### src/rtl/frame_sequencer.sv
// frame_sequencer
//   Sequences the window_buffer frame datapath: waits for the initial fill,
//   drains FRAME_SIZE samples per frame through a registered valid/ready
//   output, then requests the next hop (start_move) once window_buffer is idle.
//   Each output sample carries its index plus first/last markers.
//
// Optional feature: define FRAME_SEQ_ZERO_PAD_EN to append zero samples
//   (indices FRAME_SIZE..FFT_SIZE-1) to every frame; out_last_o then marks
//   index FFT_SIZE-1 instead of FRAME_SIZE-1.
//
// Ports
//   clk, rst_n              clock, async active-low reset
//   enable_i                run; low lets the current frame finish, then halts
//   wb_start_move_o         one-cycle hop request to window_buffer
//   wb_rd_en_o              combinational read strobe to window_buffer
//   wb_read_data_i          sample from window_buffer
//   wb_valid_to_read_i      sample available
//   wb_start_next_state_i   window_buffer hop/fill start acknowledge
//   wb_idle_i               window_buffer is idle
//   out_valid_o/out_ready_i output handshake
//   out_data_o              sample
//   out_index_o             position within the frame
//   out_first_o/out_last_o  frame boundary markers
//   frame_count_o           completed (accepted) frames, wraps
//   busy_o                  low only while halted
module frame_sequencer #(
  parameter int WIDTH      = 16,
  parameter int FRAME_SIZE = 306,
  parameter int FFT_SIZE   = 512,
  parameter int IDX_W      = $clog2(FFT_SIZE)
) (
  input  logic             clk,
  input  logic             rst_n,
  input  logic             enable_i,
  output logic             wb_start_move_o,
  output logic             wb_rd_en_o,
  input  logic [WIDTH-1:0] wb_read_data_i,
  input  logic             wb_valid_to_read_i,
  input  logic             wb_start_next_state_i,
  input  logic             wb_idle_i,
  output logic             out_valid_o,
  input  logic             out_ready_i,
  output logic [WIDTH-1:0] out_data_o,
  output logic [IDX_W-1:0] out_index_o,
  output logic             out_first_o,
  output logic             out_last_o,
  output logic [15:0]      frame_count_o,
  output logic             busy_o
);

  generate
    if (FFT_SIZE < FRAME_SIZE) begin : g_size_chk
      $error("frame_sequencer: FFT_SIZE must be >= FRAME_SIZE");
    end
  endgenerate

`ifdef FRAME_SEQ_ZERO_PAD_EN
  localparam int LAST_IDX = FFT_SIZE - 1;
`else
  localparam int LAST_IDX = FRAME_SIZE - 1;
`endif
  localparam logic [IDX_W-1:0] FRAME_END = IDX_W'(FRAME_SIZE - 1);
  localparam logic [IDX_W-1:0] LAST_END  = IDX_W'(LAST_IDX);

  typedef enum logic [2:0] {
    ST_WAIT_FILL = 3'd0,
    ST_STREAM    = 3'd1,
    ST_WAIT_IDLE = 3'd2,
    ST_MOVE      = 3'd3,
    ST_WAIT_ACK  = 3'd4,
    ST_HALT      = 3'd5
`ifdef FRAME_SEQ_ZERO_PAD_EN
    , ST_PAD     = 3'd6
`endif
  } state_t;

  state_t             r_state, w_state_nxt;
  logic [IDX_W-1:0]   r_sample_cnt, w_cnt_nxt;
  logic               r_out_valid, r_out_first, r_out_last;
  logic [WIDTH-1:0]   r_out_data, w_load_data;
  logic [IDX_W-1:0]   r_out_index;
  logic [15:0]        r_frame_count;
  logic               w_can_load, w_load, w_rd_en, w_move;

  // Output register can take a new sample when empty or draining this cycle.
  assign w_can_load = !r_out_valid || out_ready_i;

  always_comb begin
    w_state_nxt = r_state;
    w_cnt_nxt   = r_sample_cnt;
    w_rd_en     = 1'b0;
    w_move      = 1'b0;
    w_load      = 1'b0;
    w_load_data = '0;
    case (r_state)
      ST_WAIT_FILL: if (wb_valid_to_read_i) w_state_nxt = ST_STREAM;
      ST_STREAM: begin
        w_rd_en = wb_valid_to_read_i && w_can_load;
        if (w_rd_en) begin
          w_load      = 1'b1;
          w_load_data = wb_read_data_i;
          w_cnt_nxt   = r_sample_cnt + 1'b1;
          if (r_sample_cnt == FRAME_END) begin
`ifdef FRAME_SEQ_ZERO_PAD_EN
            w_state_nxt = (FFT_SIZE > FRAME_SIZE) ? ST_PAD : ST_WAIT_IDLE;
`else
            w_state_nxt = ST_WAIT_IDLE;
`endif
          end
        end
      end
`ifdef FRAME_SEQ_ZERO_PAD_EN
      // Zero fill without touching window_buffer; counter continues from FRAME_SIZE.
      ST_PAD: begin
        if (w_can_load) begin
          w_load    = 1'b1;
          w_cnt_nxt = r_sample_cnt + 1'b1;
          if (r_sample_cnt == LAST_END) w_state_nxt = ST_WAIT_IDLE;
        end
      end
`endif
      ST_WAIT_IDLE: begin
        if (!enable_i)      w_state_nxt = ST_HALT;
        else if (wb_idle_i) w_state_nxt = ST_MOVE;
      end
      ST_MOVE: begin
        w_move      = 1'b1;
        w_state_nxt = ST_WAIT_ACK;
      end
      ST_WAIT_ACK: begin
        if (wb_start_next_state_i) begin
          w_state_nxt = ST_STREAM;
          w_cnt_nxt   = '0;
        end
      end
      ST_HALT: if (enable_i && wb_idle_i) w_state_nxt = ST_MOVE;
      default: w_state_nxt = ST_WAIT_FILL;
    endcase
  end

  always_ff @(posedge clk or negedge rst_n) begin
    if (!rst_n) r_state <= ST_WAIT_FILL;
    else        r_state <= w_state_nxt;
  end

  always_ff @(posedge clk or negedge rst_n) begin
    if (!rst_n) begin
      r_sample_cnt  <= '0;
      r_out_valid   <= 1'b0;
      r_out_data    <= '0;
      r_out_index   <= '0;
      r_out_first   <= 1'b0;
      r_out_last    <= 1'b0;
      r_frame_count <= '0;
    end else begin
      r_sample_cnt <= w_cnt_nxt;
      // Load and drain may coincide, keeping one sample per cycle.
      if (w_load) begin
        r_out_valid <= 1'b1;
        r_out_data  <= w_load_data;
        r_out_index <= r_sample_cnt;
        r_out_first <= (r_sample_cnt == '0);
        r_out_last  <= (r_sample_cnt == LAST_END);
      end else if (out_ready_i) begin
        r_out_valid <= 1'b0;
      end
      if (r_out_valid && out_ready_i && r_out_last)
        r_frame_count <= r_frame_count + 16'd1;
    end
  end

  assign wb_rd_en_o      = w_rd_en;
  assign wb_start_move_o = w_move;
  assign out_valid_o     = r_out_valid;
  assign out_data_o      = r_out_data;
  assign out_index_o     = r_out_index;
  assign out_first_o     = r_out_first;
  assign out_last_o      = r_out_last;
  assign frame_count_o   = r_frame_count;
  assign busy_o          = (r_state != ST_HALT);

endmodule

### config.mk
export PLATFORM = sky130hd
export DESIGN_NAME = frame_sequencer
export DESIGN_NICKNAME = d
export VERILOG_FILES = /design/src/rtl/frame_sequencer.sv
export SDC_FILE = /design/constraint.sdc
export NUM_CORES = 1
export LEC_CHECK = 0
export ABC_CLOCK_PERIOD_IN_PS = 1900
export BUFFER_PORTS_ARGS = -buffer_cell sky130_fd_sc_hd__buf_2
export CAP_MARGIN = 20
export CELL_PAD_IN_SITES_DETAIL_PLACEMENT = 1
export CELL_PAD_IN_SITES_GLOBAL_PLACEMENT = 1
export CORE_MARGIN = 2
export CORE_UTILIZATION = 39
export DETAILED_ROUTE_END_ITERATION = 8
export HOLD_SLACK_MARGIN = 0.15
export PLACE_DENSITY = 0.9
export SYNTH_ARGS = -nofsm -noshare
export SYNTH_HDL_FRONTEND = slang
export SYNTH_SLANG_ARGS = --single-unit
### constraint.sdc
create_clock -name clk -period 1.9 [get_ports clk]
set_input_delay 0.38 -clock clk [delete_from_list [all_inputs] [get_ports clk]]
set_output_delay 0.38 -clock clk [all_outputs]
set_load 0.02 [all_outputs]
==> impl_metrics.py <==
metrics = {
    "clock_network": {
        "root_buffer": "clkbuf_8",
        "numCtsBuffers": 5,
        "insertion_delay_ps": 320,
        "cts.sink_count": 56,
        "clockBufferDepth": 2,
        "cts_tree": "built",
        "clk_pin_slew_ps": 110,
        "h-tree-depth": 2,
    },
    "logic_synthesis": {
        "syn-num-nets": 274,
        "synth-seq-area-share_pct": 56.1,
        "synth_top_cell_by_area": "dfrtp_1",
        "synth_top_area_share_pct": 56.1,
        "synth_area_um2": 2500,
        "synth.distinct_cells": 40,
        "yosys_register_bits": 56,
        "synthTopCellsByArea": "dfrtp_1, nand2_1, mux2_2",
        "yosys_warnings": 0,
        "synthFlopType": "dfrtp_1",
        "synth_edf_count": 0,
        "syn-mean-instance-area_um2": 10.1,
        "netlist_instances": 247,
        "async_flop_share_pct": 100,
    },
    "global_route": {
        "grt-ovfl-total": 0,
        "grt_usage_pct": 19.5,
        "grt_pass1_vias": 2260,
        "antenna_found_initial": 0,
        "grt_pass1_wl_mm": 11.1,
        "grt_start_max_net_pins": 28,
    },
    "pwr": {
        "peakVddDrop_mv": 0.706,
        "p_leak_nw": 1.65,
        "p_per_area_nw_per_um2": 1230,
        "total_power_mw": 3.87,
    },
    "route": {
        "via_per_inst": 5.18,
        "postRouteAntennaNets": 0,
        "dr.pass1.iters": 4,
        "drcViolationCount": 0,
        "dr_total_vias": 2096,
        "dr.first_iter.drc_count": 69,
        "wl_per_cell_um": 16.8,
        "routed_wl_mm": 6.79,
    },
    "setup_path": {
        "crit_required_ps": 1520,
        "startpoint_type": "flop",
        "cp.arrival_ps": 1430,
        "path_max_fanout": 11,
        "worstSetupPathType": "reg2out",
        "endpoint_kind": "output port",
    },
    "sta": {
        "fin_worst_skew_ps": 10.3,
        "max-slew-margin-rel_pct": 62.6,
        "fmax_mhz": 551,
        "worst_pin_slew_ps": 561,
        "finalSetupTns_ps": 0,
        "setup_viol": 0,
        "slew_violations": 0,
        "rsz0062_at_grt": "false",
        "hold_viol_final": 0,
        "fin_crit_ps": 1810,
        "fin_crit_sh_pct": 95.5,
    },
    "die": {
        "initial_core_util_pct": 39.8,
        "fp.dieArea_um2": 7060,
        "die_x_um": 84.0,
        "rows": 29,
        "coreArea_um2": 6280,
        "pin_count": 70,
        "die_y_um": 84.0,
    },
    "outcome": {
        "status": "finished clean",
    },
    "placement": {
        "finalWeightedCongestion": 0.818,
        "place_hpwl_mm": 4.76,
        "place.port_buffers": 69,
    },
    "worst_hold_path": {
        "hold_path.class": "in2reg",
    },
    "finish": {
        "diodes": 0,
        "nets": 354,
        "fill_cells": 724,
        "final_layout_size_suffix_gt1_share_pct": 31.1,
        "area_delta_synth_final_pct": 25.4,
    },
    "run": {
        "max_cap_viol_count": 0,
    },
}
-- cell type report --
class                           instances  area, um^2  area share (%)
Clock buffer                            6        82.6            2.63
Clock inverter                          2        13.8           0.439
Timing Repair Buffer                   83         465            14.9
Multi-Input combinational cell        175        1050            33.5
Inverter                                6        22.5           0.719
Tap cell                               77        96.3            3.07
Sequential cell                        56        1400            44.8
-- critical path, stage by stage, from the launching register on --
cell and delay, ps:
dfrtp_1 420, buf_4 190, nor2b_2 200, and2_1 150
buf_2 160
-- synth_stat cells (5+ instances only) --
| library cell | n |
|---|---|
| o21ai_0 | 6 |
| nor2_1 | 5 |
| nor3_1 | 6 |
| nand3_1 | 12 |
| dfrtp_1 | 56 |
| mux2_2 | 8 |
| xor2_1 | 8 |
| xnor2_1 | 7 |
| clkbuf_1 | 7 |
| nand2_1 | 69 |
| inv_1 | 5 |
-- cell usage in the layout (no fill, tap or decap), types with 5 or more instances in the layout --
cell type and instances:
nor2_1 5, dfrtp_1 55, buf_2 69, xor2_1 8, o21ai_0 6, mux2_2 8
buf_4 12, xnor2_1 7, inv_1 5, clkbuf_8 6, nand2_1 69, nor3_1 6
nand3_1 12
-- power breakdown --
part | internal, mW | switching, mW | leakage (nW)
combinational | 0.529 | 0.910 | 0.870
sequential | 1.48 | 0.242 | 0.725
clock | 0.299 | 0.406 | 0.0516
-- path summary, 6_finish.rpt --
kind,from,endpoint,slack [ps],cells after the start
min in group asynchronous,rst_n,frame_count_o[8],590,2
worst min register to register,out_data_o[10],out_data_o[10],490,2
worst max-delay path,r_state[2],wb_start_move_o,90,4
max in group asynchronous,rst_n,r_sample_cnt[4],760,3
worst min-delay path,wb_read_data_i[6],out_data_o[6],250,3
worst max register to register,r_sample_cnt[2],r_state[1],140,4
-- sequential cells by signal, summed over array words and instances (netlist names) --
| register | flops |
|---|---|
| r_sample_cnt | 9 |
| out_data_o | 16 |
| out_first_o | 1 |
| out_last_o | 1 |
| r_state | 3 |
| frame_count_o | 16 |
| out_valid_o | 1 |
| out_index_o | 9 |
-- repair_timing --
item                                    4_1_cts  5_1_grt
endpoints found under the hold margin        22        0
hold buffers                                  1        0
setup buffers                                 0        4
pin swaps                                     0        1
resized for setup                             4        0
endpoints found under the setup margin        1        1
-- layer usage --
metal	global-route usage, %	wire, um	vias up
li1	-	-	1003
met1	24.4	2910	1031
met2	33.2	3470	52
met3	4.25	294	10
met4	7.04	111	0
met5	0	0	-
-- logic make-up (layout without fill, tap and decap cells) --
| kind of cell | after synthesis | count (layout) | synth area share (%) |
|---|---|---|---|
| AO/OA/AOI/OAI | 27 | 27 | 7.36 |
| flip-flops | 56 | 56 | 56.1 |
| multiplexers | 10 | 10 | 4.41 |
| buffers and inverters | 16 | 97 | 2.50 |
| adder cells (fa/ha/maj) | 4 | 4 | 2.00 |
| AND/OR/NAND/NOR | 119 | 119 | 22.4 |
| XOR/XNOR | 15 | 15 | 5.26 |
-- metrics by stage --
step / hold slack (ps) / util (%) / area, um^2 / cells / setup WS [ps]
finish: 248 / 49.9 / 3130 / 405 / 86.3
global route: 253 / 49.9 / 3130 / 405 / 15.2
CTS: 242 / 49.5 / 3100 / 401 / 42.3
detailed placement: 409 / 47.5 / 2980 / 392 / 183
global placement: 393 / 47.5 / 2980 / 392 / 238
floorplan: 84.4 / - / 2500 / 247 / 329
Note: power is estimated with default switching activity, not from simulation.
